--- config.mk ---
export PLATFORM = sky130hd
export DESIGN_NAME = aes_key_expansion_flat
export DESIGN_NICKNAME = d
export VERILOG_FILES = /design/src/rtl/aes_pkg.sv /design/src/rtl/aes_key_expansion_if.sv /design/src/rtl/aes_sub_word.sv /design/src/rtl/aes_key_expansion.sv /design/src/flat_wrapper.sv
export SDC_FILE = /design/constraint.sdc
export NUM_CORES = 1
export LEC_CHECK = 0
export CAP_MARGIN = 10
export CELL_PAD_IN_SITES_DETAIL_PLACEMENT = 0
export CELL_PAD_IN_SITES_GLOBAL_PLACEMENT = 1
export CORE_MARGIN = 8
export CORE_UTILIZATION = 35
export CTS_CLUSTER_DIAMETER = 50
export DETAILED_ROUTE_END_ITERATION = 7
export GPL_TIMING_DRIVEN = 0
export PLACE_DENSITY = 0.74
export SETUP_SLACK_MARGIN = 0.02
export SLEW_MARGIN = 20
export SYNTH_ARGS = -nofsm -noshare
export SYNTH_HDL_FRONTEND = slang
export SYNTH_SLANG_ARGS = --single-unit
export TNS_END_PERCENT = 20
--- constraint.sdc ---
create_clock -name clk -period 10.31 [get_ports clk]
set_input_delay 2.062 -clock clk [delete_from_list [all_inputs] [get_ports clk]]
set_output_delay 2.062 -clock clk [all_outputs]
set_load 0.01 [all_outputs]
--- src/rtl/aes_pkg.sv ---
// Shared AES definitions: S-box, round constants, word/state types and the
// key-schedule FSM state enum. Used by the key expansion and sub-bytes logic.
package aes_pkg;

    typedef logic [31:0]  word_t;
    typedef logic [127:0] state_t;

    typedef enum logic {
        IDLE,
        RUN
    } state_e;

    // Forward AES S-box, indexed by the input byte.
    localparam logic [7:0] SBOX [256] = '{
        8'h63, 8'h7c, 8'h77, 8'h7b, 8'hf2, 8'h6b, 8'h6f, 8'hc5, 8'h30, 8'h01, 8'h67, 8'h2b, 8'hfe, 8'hd7, 8'hab, 8'h76,
        8'hca, 8'h82, 8'hc9, 8'h7d, 8'hfa, 8'h59, 8'h47, 8'hf0, 8'had, 8'hd4, 8'ha2, 8'haf, 8'h9c, 8'ha4, 8'h72, 8'hc0,
        8'hb7, 8'hfd, 8'h93, 8'h26, 8'h36, 8'h3f, 8'hf7, 8'hcc, 8'h34, 8'ha5, 8'he5, 8'hf1, 8'h71, 8'hd8, 8'h31, 8'h15,
        8'h04, 8'hc7, 8'h23, 8'hc3, 8'h18, 8'h96, 8'h05, 8'h9a, 8'h07, 8'h12, 8'h80, 8'he2, 8'heb, 8'h27, 8'hb2, 8'h75,
        8'h09, 8'h83, 8'h2c, 8'h1a, 8'h1b, 8'h6e, 8'h5a, 8'ha0, 8'h52, 8'h3b, 8'hd6, 8'hb3, 8'h29, 8'he3, 8'h2f, 8'h84,
        8'h53, 8'hd1, 8'h00, 8'hed, 8'h20, 8'hfc, 8'hb1, 8'h5b, 8'h6a, 8'hcb, 8'hbe, 8'h39, 8'h4a, 8'h4c, 8'h58, 8'hcf,
        8'hd0, 8'hef, 8'haa, 8'hfb, 8'h43, 8'h4d, 8'h33, 8'h85, 8'h45, 8'hf9, 8'h02, 8'h7f, 8'h50, 8'h3c, 8'h9f, 8'ha8,
        8'h51, 8'ha3, 8'h40, 8'h8f, 8'h92, 8'h9d, 8'h38, 8'hf5, 8'hbc, 8'hb6, 8'hda, 8'h21, 8'h10, 8'hff, 8'hf3, 8'hd2,
        8'hcd, 8'h0c, 8'h13, 8'hec, 8'h5f, 8'h97, 8'h44, 8'h17, 8'hc4, 8'ha7, 8'h7e, 8'h3d, 8'h64, 8'h5d, 8'h19, 8'h73,
        8'h60, 8'h81, 8'h4f, 8'hdc, 8'h22, 8'h2a, 8'h90, 8'h88, 8'h46, 8'hee, 8'hb8, 8'h14, 8'hde, 8'h5e, 8'h0b, 8'hdb,
        8'he0, 8'h32, 8'h3a, 8'h0a, 8'h49, 8'h06, 8'h24, 8'h5c, 8'hc2, 8'hd3, 8'hac, 8'h62, 8'h91, 8'h95, 8'he4, 8'h79,
        8'he7, 8'hc8, 8'h37, 8'h6d, 8'h8d, 8'hd5, 8'h4e, 8'ha9, 8'h6c, 8'h56, 8'hf4, 8'hea, 8'h65, 8'h7a, 8'hae, 8'h08,
        8'hba, 8'h78, 8'h25, 8'h2e, 8'h1c, 8'ha6, 8'hb4, 8'hc6, 8'he8, 8'hdd, 8'h74, 8'h1f, 8'h4b, 8'hbd, 8'h8b, 8'h8a,
        8'h70, 8'h3e, 8'hb5, 8'h66, 8'h48, 8'h03, 8'hf6, 8'h0e, 8'h61, 8'h35, 8'h57, 8'hb9, 8'h86, 8'hc1, 8'h1d, 8'h9e,
        8'he1, 8'hf8, 8'h98, 8'h11, 8'h69, 8'hd9, 8'h8e, 8'h94, 8'h9b, 8'h1e, 8'h87, 8'he9, 8'hce, 8'h55, 8'h28, 8'hdf,
        8'h8c, 8'ha1, 8'h89, 8'h0d, 8'hbf, 8'he6, 8'h42, 8'h68, 8'h41, 8'h99, 8'h2d, 8'h0f, 8'hb0, 8'h54, 8'hbb, 8'h16
    };

    // Round constants, indexed by round number 1..10. Entry 0 and 11..15 are
    // padding so a 4-bit index never falls outside the table.
    localparam logic [7:0] RCON [16] = '{
        8'h00, 8'h01, 8'h02, 8'h04, 8'h08, 8'h10, 8'h20, 8'h40,
        8'h80, 8'h1b, 8'h36, 8'h00, 8'h00, 8'h00, 8'h00, 8'h00
    };

    function automatic logic [7:0] sbox(input logic [7:0] b);
        return SBOX[b];
    endfunction

endpackage

--- src/rtl/aes_key_expansion_if.sv ---
// Handshake/bus bundle between the key schedule and its user.
// key_ready exists only when AES_KEY_EXP_BACKPRESSURE_EN is defined.
interface aes_key_expansion_if;
    import aes_pkg::*;

    logic        start;
    state_t      cipher_key;
`ifdef AES_KEY_EXP_BACKPRESSURE_EN
    logic        key_ready;
`endif
    state_t      round_key;
    logic [3:0]  round_idx;
    logic        key_valid;
    logic        busy;
    logic        done;

`ifdef AES_KEY_EXP_BACKPRESSURE_EN
    modport master (output start, cipher_key, key_ready,
                    input  round_key, round_idx, key_valid, busy, done);
    modport slave  (input  start, cipher_key, key_ready,
                    output round_key, round_idx, key_valid, busy, done);
`else
    modport master (output start, cipher_key,
                    input  round_key, round_idx, key_valid, busy, done);
    modport slave  (input  start, cipher_key,
                    output round_key, round_idx, key_valid, busy, done);
`endif

endinterface

--- src/rtl/aes_sub_word.sv ---
// SubWord: applies the AES S-box to each byte of a 32-bit word.
// Purely combinational; shared with the cipher's sub-bytes stage.
module aes_sub_word
    import aes_pkg::*;
(
    input  word_t i_word,
    output word_t o_word
);

    // Four independent byte lookups.
    always_comb begin
        o_word = '0;
        for (int i = 0; i < 4; i++) begin
            o_word[8*i +: 8] = sbox(i_word[8*i +: 8]);
        end
    end

endmodule

--- src/rtl/aes_key_expansion.sv ---
// Iterative AES-128 key schedule: emits round keys 0..NUM_ROUNDS, one per
// accepted cycle, computing each key from the previous one.
// Optional feature macro: AES_KEY_EXP_BACKPRESSURE_EN (adds key_ready stall).
module aes_key_expansion
    import aes_pkg::*;
#(
    parameter int NUM_ROUNDS = 10
)(
    input logic              clk,
    input logic              rst_n,
    aes_key_expansion_if.slave bus
);

    state_e     r_state;
    state_e     w_nextState;
    state_t     r_roundKey;
    logic [3:0] r_roundIdx;
    logic       r_done;

    logic       w_keyReady;
    logic       w_accept;
    logic       w_last;
    word_t      w_rotWord;
    word_t      w_subWord;
    word_t      w_temp;
    word_t      w_w0;
    word_t      w_w1;
    word_t      w_w2;
    word_t      w_w3;
    state_t     w_nextKey;

`ifdef AES_KEY_EXP_BACKPRESSURE_EN
    assign w_keyReady = bus.key_ready;
`else
    assign w_keyReady = 1'b1;
`endif

    // key_valid is exactly "in RUN", so an accept only needs the ready side.
    assign w_accept = (r_state == RUN) && w_keyReady;
    assign w_last   = (r_roundIdx == 4'(NUM_ROUNDS));

    // Next round key: RotWord, SubWord and Rcon on the last word, then a
    // chained XOR across the four words.
    assign w_rotWord = {r_roundKey[23:0], r_roundKey[31:24]};

    aes_sub_word u_subWord (
        .i_word (w_rotWord),
        .o_word (w_subWord)
    );

    assign w_temp    = w_subWord ^ {RCON[r_roundIdx + 4'd1], 24'h0};
    assign w_w0      = r_roundKey[127:96] ^ w_temp;
    assign w_w1      = r_roundKey[95:64]  ^ w_w0;
    assign w_w2      = r_roundKey[63:32]  ^ w_w1;
    assign w_w3      = r_roundKey[31:0]   ^ w_w2;
    assign w_nextKey = {w_w0, w_w1, w_w2, w_w3};

    // State register.
    always_ff @(posedge clk or negedge rst_n) begin
        if (!rst_n) begin
            r_state <= IDLE;
        end else begin
            r_state <= w_nextState;
        end
    end

    // Next-state logic: start leaves IDLE, accepting the final key returns.
    always_comb begin
        w_nextState = r_state;
        case (r_state)
            IDLE: if (bus.start)           w_nextState = RUN;
            RUN:  if (w_accept && w_last)  w_nextState = IDLE;
            default:                       w_nextState = IDLE;
        endcase
    end

    // Key/index datapath and the one-cycle done pulse.
    always_ff @(posedge clk or negedge rst_n) begin
        if (!rst_n) begin
            r_roundKey <= '0;
            r_roundIdx <= '0;
            r_done     <= 1'b0;
        end else begin
            r_done <= 1'b0;
            if (r_state == IDLE) begin
                if (bus.start) begin
                    r_roundKey <= bus.cipher_key;
                    r_roundIdx <= '0;
                end
            end else if (w_accept) begin
                if (w_last) begin
                    r_done <= 1'b1;
                end else begin
                    r_roundKey <= w_nextKey;
                    r_roundIdx <= r_roundIdx + 4'd1;
                end
            end
        end
    end

    assign bus.round_key = r_roundKey;
    assign bus.round_idx = r_roundIdx;
    assign bus.key_valid = (r_state == RUN);
    assign bus.busy      = (r_state == RUN);
    assign bus.done      = r_done;

endmodule

--- src/flat_wrapper.sv ---
// flat-port wrapper written by rule: the top's interface ports become plain ports
module aes_key_expansion_flat import aes_pkg::*;
#(
    parameter int NUM_ROUNDS = 10
)
  (clk, rst_n, bus_start, bus_cipher_key, bus_round_key, bus_round_idx, bus_key_valid, bus_busy, bus_done);
  aes_key_expansion_if bus_i ();
  input logic clk;
  input logic rst_n;
  input wire logic [$bits(bus_i.start)-1:0] bus_start;
  input wire logic [$bits(bus_i.cipher_key)-1:0] bus_cipher_key;
  output wire logic [$bits(bus_i.round_key)-1:0] bus_round_key;
  output wire logic [$bits(bus_i.round_idx)-1:0] bus_round_idx;
  output wire logic [$bits(bus_i.key_valid)-1:0] bus_key_valid;
  output wire logic [$bits(bus_i.busy)-1:0] bus_busy;
  output wire logic [$bits(bus_i.done)-1:0] bus_done;
  assign bus_i.start = bus_start;
  assign bus_i.cipher_key = bus_cipher_key;
  assign bus_round_key = bus_i.round_key;
  assign bus_round_idx = bus_i.round_idx;
  assign bus_key_valid = bus_i.key_valid;
  assign bus_busy = bus_i.busy;
  assign bus_done = bus_i.done;
  aes_key_expansion #(.NUM_ROUNDS(NUM_ROUNDS)) u_core (.clk(clk), .rst_n(rst_n), .bus(bus_i));
endmodule
After elaboration in Yosys (flattened, before gate mapping)
Memories as Yosys holds them, arrays and structs flattened.
Cells that the tools add are included.
Operators by class
  mux-type cells: 21
  reductions and logical operators: 3
  add/sub/neg operators: 1
  magnitude comparators: 5
  equal/unequal tests: 2
  bitwise gates (word level): 11
Operators with widths (number)
  $mux W128: 3
  $xor A32 B32 Y32: 5
  $mux W8: 10
  $ge A9 B9 Y1 const B: 4
  $not A8 Y9: 4
  $mux W4: 3
  $ge A5 B5 Y1 const B: 1
  $not A4 Y5: 1
  $add A4 B1 Y4 const B: 1
  $eq A4 B4 Y1 const B: 1
  $mux W1: 4
  $ne A2 B2 Y1 const B: 1
  $pmux W1 S2: 1
  $reduce_and A2 Y1: 1
  $reduce_bool A2 Y1: 1
  $logic_and A1 B1 Y1: 1
  $not A1 Y1: 1
Word-level totals
  ROM bits: 8320
  logic and storage cells: 52
  output and inout bits: 135
  bits of input ports: 131
  register bits after elaboration: 134
  memories: 5
Memories
  (no name shown): words 256, width 8, rd ports 1, clocked after memory_dff 0, write ports 0, line aes_pkg.sv:41  | return SBOX[b];
  (no name shown): words 256, width 8, rd ports 1, clocked after memory_dff 0, write ports 0, line aes_pkg.sv:41
  (no name shown): words 256, width 8, rd ports 1, clocked after memory_dff 0, write ports 0, line aes_pkg.sv:41
  (no name shown): words 256, width 8, rd ports 1, clocked after memory_dff 0, write ports 0, line aes_pkg.sv:41
  (no name shown): words 16, width 8, rd ports 1, clocked after memory_dff 0, write ports 0, line aes_key_expansion.sv:51  | assign w_temp = w_subWord ^ {RCON[r_roundIdx + 4'd1], 24'h0};

Depth between registers and ports, before layout
  depth after elaboration: 12
  depth in mapped cells: 15
  depth with buffers taken out: 11

Cells and area by module
From an unflattened synthesis, not the netlist that was laid out.
Unflattened totals
  cells, all modules: 3176
  area total of the unflattened synthesis: 22834.4 µm²
Modules (own cells, without submodules)
  aes_sub_word: cells an instance 2185, seq. area each 0.0 µm², area each 13769.5 µm², times used 1
  aes_key_expansion: cells an instance 991, seq. area each 3353.2 µm², area each 9064.9 µm², times used 1

Worst setup path after synthesis
Ideal clock, no wire load.
  path kind: reg2reg
  from: reg u_core.r_roundKey[16] (netlist: u_core.bus.round_key[16])
  to: reg u_core.r_roundKey[25] (netlist: u_core.bus.round_key[25])
  arrival: 3695 ps
  library setup time: 126 ps
  required time: 10184 ps
  path slack: 6489 ps
  path buffers: 3
  clock period less this slack: 3821 ps
  cell stages (with the launch flop): 15
  path through: dfrtp_1 > buf_2 > clkbuf_1 > inv_1 > ha_1 > clkbuf_1 > and2b_1 > nor3_1 > a21oi_1 > mux4_2 > o21ai_1 > nand2_1 > or4_1 > o221ai_1 > nor4_1
Between the ends
  longest elaborated chain between the ends: 11
Ends and longest elaborated chain
  from (decl): line aes_key_expansion.sv:16  | state_t r_roundKey;
  from (signal assigned): line aes_key_expansion.sv:87  | r_roundKey <= bus.cipher_key;
  from (signal assigned): line aes_key_expansion.sv:94  | r_roundKey <= w_nextKey;
  $not A8 Y9 (not written as such): line aes_pkg.sv:41
  $mem_v2 Z256 W8
  $mux W8 (not written as such) (2 in series): line aes_pkg.sv:41
  $xor A32 B32 Y32: line aes_key_expansion.sv:51
  $xor A32 B32 Y32: line aes_key_expansion.sv:52  | assign w_w0 = r_roundKey[127:96] ^ w_temp;
  $xor A32 B32 Y32: line aes_key_expansion.sv:53  | assign w_w1 = r_roundKey[95:64] ^ w_w0;
  $xor A32 B32 Y32: line aes_key_expansion.sv:54  | assign w_w2 = r_roundKey[63:32] ^ w_w1;
  $xor A32 B32 Y32: line aes_key_expansion.sv:55  | assign w_w3 = r_roundKey[31:0] ^ w_w2;
  $mux W128: line aes_key_expansion.sv:91  | if (w_last) begin
  $mux W128: line aes_key_expansion.sv:85  | if (r_state == IDLE) begin
No other way between the ends. The select of a mux whose other input is x is not followed.
A chain may end at the register's enable or synchronous reset.

Final worst setup path
  from: reg u_core.r_roundKey[8] (netlist: u_core.bus.round_key[8])
  to: reg u_core.r_roundKey[23] (netlist: u_core.bus.round_key[23])
The elaborated chain is that of the path after synthesis.

==> qor.tcl <==
set qor(run_status) {finished, final reports clean}
set qor(fin_hold_viols) 0
set qor(wl_per_cell_um) 38.38
set qor(setup_total_negative_slack_ps) 0
set qor(timing.hold.worst.class) {reg2reg}
set qor(yosys.area.top_type_share_pct) 14.42
set qor(postSynth.topFlopCell) {dfrtp_1}
set qor(cts_hold_bufs) 0
set qor(synth.top_cells.by_area) {dfrtp_1 (14%), mux4_2 (8.2%), a21oi_1 (4.7%), xnor2_1 (4.5%), nand2_1 (4.3%)}
set qor(synth.net_count) 3242
set qor(detailedPlacementHpwl_mm) 123.0
set qor(post-route-min-period_ps) 6480
set qor(post-synth-top-count-cell) {nand2_1}
set qor(dp_worst_setup_slack_ps) 4353
set qor(synth.cells.most_frequent) {nand2_1 (266), a21oi_1 (218), clkbuf_1 (185), nor2_1 (185), o21ai_0 (157)}
set qor(core_um2) 65750
set qor(clock_transition_at_the_register_clock_pins_on_the_worst_setup_and_hold_paths_after_cts_ps) 60
set qor(combined_flip_flop_and_latch_cell_area_um2) 3353
set qor(numCtsBuffers) 17
set qor(total_drc_errors_in_the_routed_layout) 0
set qor(clk_path_buf_depth) 2
set qor(dr_total_vias) 30484
set qor(synth_cells) 3048
set qor(endpoint_arrival_time_on_the_critical_path_ps) 6820
set qor(floorplan.initialDensity_pct) 35.36
set qor(buffers_inserted_by_post_cts_timing_repair) 0
set qor(path_max_fanout) 10
set qor(finalWeightedCongestion) 1.085
set qor(setup.worst_path.end_class) {flop}
set qor(routed_wirelength_mm) 161.7
set qor(drv.max_cap_violation_count) 0
set qor(yosysTopAreaCell) {dfrtp_1}
set qor(synth_area_um2) 23250
set qor(worst_ep_required_time_ps) 10650
set qor(clock-skew-final_ps) 19.54
set qor(post_synth_num_cell_types) 102
set qor(area_of_the_multi_input_gates_um2) 18100
set qor(detailedRoute.firstPassIterationCount) 7
set qor(first_global_vias) 28484
set qor(maximum_number_of_pins_on_one_net_before_global_route_repair) 93
set qor(row_count) 94
set qor(design.portCount) 266
set qor(cts_root_buf) {clkbuf_16}
set qor(synth_seq_cells) 134
set qor(cts_tree) {yes}
set qor(synthesis.yosys.warnings) 0
set qor(grt_pass1_wl_mm) 225.2
set qor(place.port_buffers) 265
set qor(max-slew-margin-rel_pct) 23.69
set qor(placed_cells) 4178
set qor(cts_repair_resize_count) 0
set qor(area_growth_syn_to_layout_pct) 18.64
set qor(layoutNonFillerInstCount) 4213
set qor(timing_worst_slew_pin_value_ps) 1116
set qor(grt-ovfl-total) 0
set qor(die_h_um) 273.7
set qor(grt_antenna_before_repair) 12
set qor(critical_path_launch_point_type) {flop}
set qor(dr.first_iter.drc_count) 5778
set qor(synth_area_per_cell_um2) 7.627
set qor(number_of_enable_type_register_cells_in_the_synthesized_netlist) 0
set qor(final_layout_size_suffix_gt1_share_pct) 9.537
set qor(synth_async_sr_flop_share_pct) 100.0
set qor(cts_htree_levels) 4
set qor(die_w_um) 273.7
set qor(fmax_mhz) 154.3
set qor(part_of_the_cycle_the_worst_path_needs_pct) 62.85
set qor(clkLatencyLatePin_ps) 460
set qor(detail_route.vias_per_cell) 7.236
set qor(setup_viol_count_final) 0
set qor(maxSlewViolCount) 0
set qor(final_net_count) 3527
set qor(finalWorstSetupSlack_ps) 3830
set qor(grtUsageTotal_pct) 41.22
set qor(dieArea_um2) 74920
set qor(postRouteAntennaNets) 0
set qor(worstSetupPathType) {reg2reg}
set qor(portion_of_the_post_synthesis_area_used_by_sequential_elements_pct) 14.42
set qor(fillCellCount) 6919
set qor(rsz0062_at_grt) {false}
set qor(tritoncts_num_sinks) 134
-- placed cells by master (no fill, tap or decap), types with 57 or more instances in the layout --
cell and n:
a31oi_1 59, a21oi_1 218, nor2_1 185, xor2_1 57, xnor2_1 119, nand3_1 62
nor2b_1 140, a211oi_1 111, clkbuf_1 188, nor3_1 87, ha_1 62, mux4_2 85
nand2b_1 86, buf_2 110, nand2_1 266, clkdlybuf4s50_1 264, dfrtp_1 134, mux2i_1 72
o21ai_0 156
-- flip-flops by register name, indices dropped and copies added (netlist names) --
signal / cells
u_core.bus.round_key: 128
u_core.bus.round_idx: 4
u_core.bus.busy: 1
u_core.bus.done: 1
-- cell families after synthesis --
| kind of cell | after synthesis | synth area share [%] |
|---|---|---|
| compound gates | 1034 | 31.14 |
| xor+xnor | 192 | 8.197 |
| fa+ha+maj | 63 | 3.423 |
| buf+inv | 415 | 7.745 |
| flops | 134 | 14.42 |
| mux | 177 | 12.30 |
| simple gates | 1033 | 22.76 |
-- through the flow --
| step | instance area (um2) | hold slack [ps] | util [%] |
|---|---|---|---|
| final | 27580 | 603.7 | 41.95 |
| after global routing | 27570 | 629.6 | 41.93 |
| after CTS | 27560 | 601.3 | 41.93 |
| after detailed placement | 27020 | 583.4 | 41.10 |
| after global placement | 26980 | 577.7 | 41.04 |
| after floorplan | 23250 | 588.2 | - |
-- worst paths after layout --
kind                                          start                         to  slack (ps)  depth (start not counted)
min in group asynchronous                     rst_n  u_core.bus.round_key[101]        1500                          1
setup / recovery            u_core.bus.round_key[8]   u_core.bus.round_key[23]        3830                         15
hold reg to reg            u_core.bus.round_key[48]   u_core.bus.round_key[48]         600                          2
max in group asynchronous                     rst_n   u_core.bus.round_key[18]        7960                          2
hold / removal             u_core.bus.round_key[48]   u_core.bus.round_key[48]         600                          2
setup reg to reg            u_core.bus.round_key[8]   u_core.bus.round_key[23]        3830                         15
-- critical path, stage by stage (launching register included) --
cell and delay, ps:
dfrtp_1 570, buf_2 310, clkbuf_1 600, inv_1 470, ha_1 440, clkbuf_1 360, buf_2 410, xnor2_1 160
a221oi_1 610, a311oi_1 130, a211oi_1 480, o32a_1 510, xnor2_1 220, xor2_1 710, nand2_1 110, a31o_1 250
-- layout make-up --
cell class	instances	area share, %
inverters	62	0.8438
clock buffers	23	1.697
flip-flops and latches	134	12.16
clock inverters	8	0.2767
plain buffers	353	5.689
well taps	864	3.920
multi-input cells	2499	65.64
diodes	4	0.03629
repair buffers	266	9.736
-- metal layers --
layer | wire [um] | global-route usage, % | up-vias
li1 | - | - | 12048
met1 | 60960 | 53.59 | 14660
met2 | 63400 | 57.27 | 3047
met3 | 25190 | 16.21 | 713
met4 | 12030 | 23.33 | 16
met5 | 106 | 0 | -
Power is left out: the tool's default activity adds up to more than one toggle a clock period on the data nets, which glitch-free logic cannot reach.
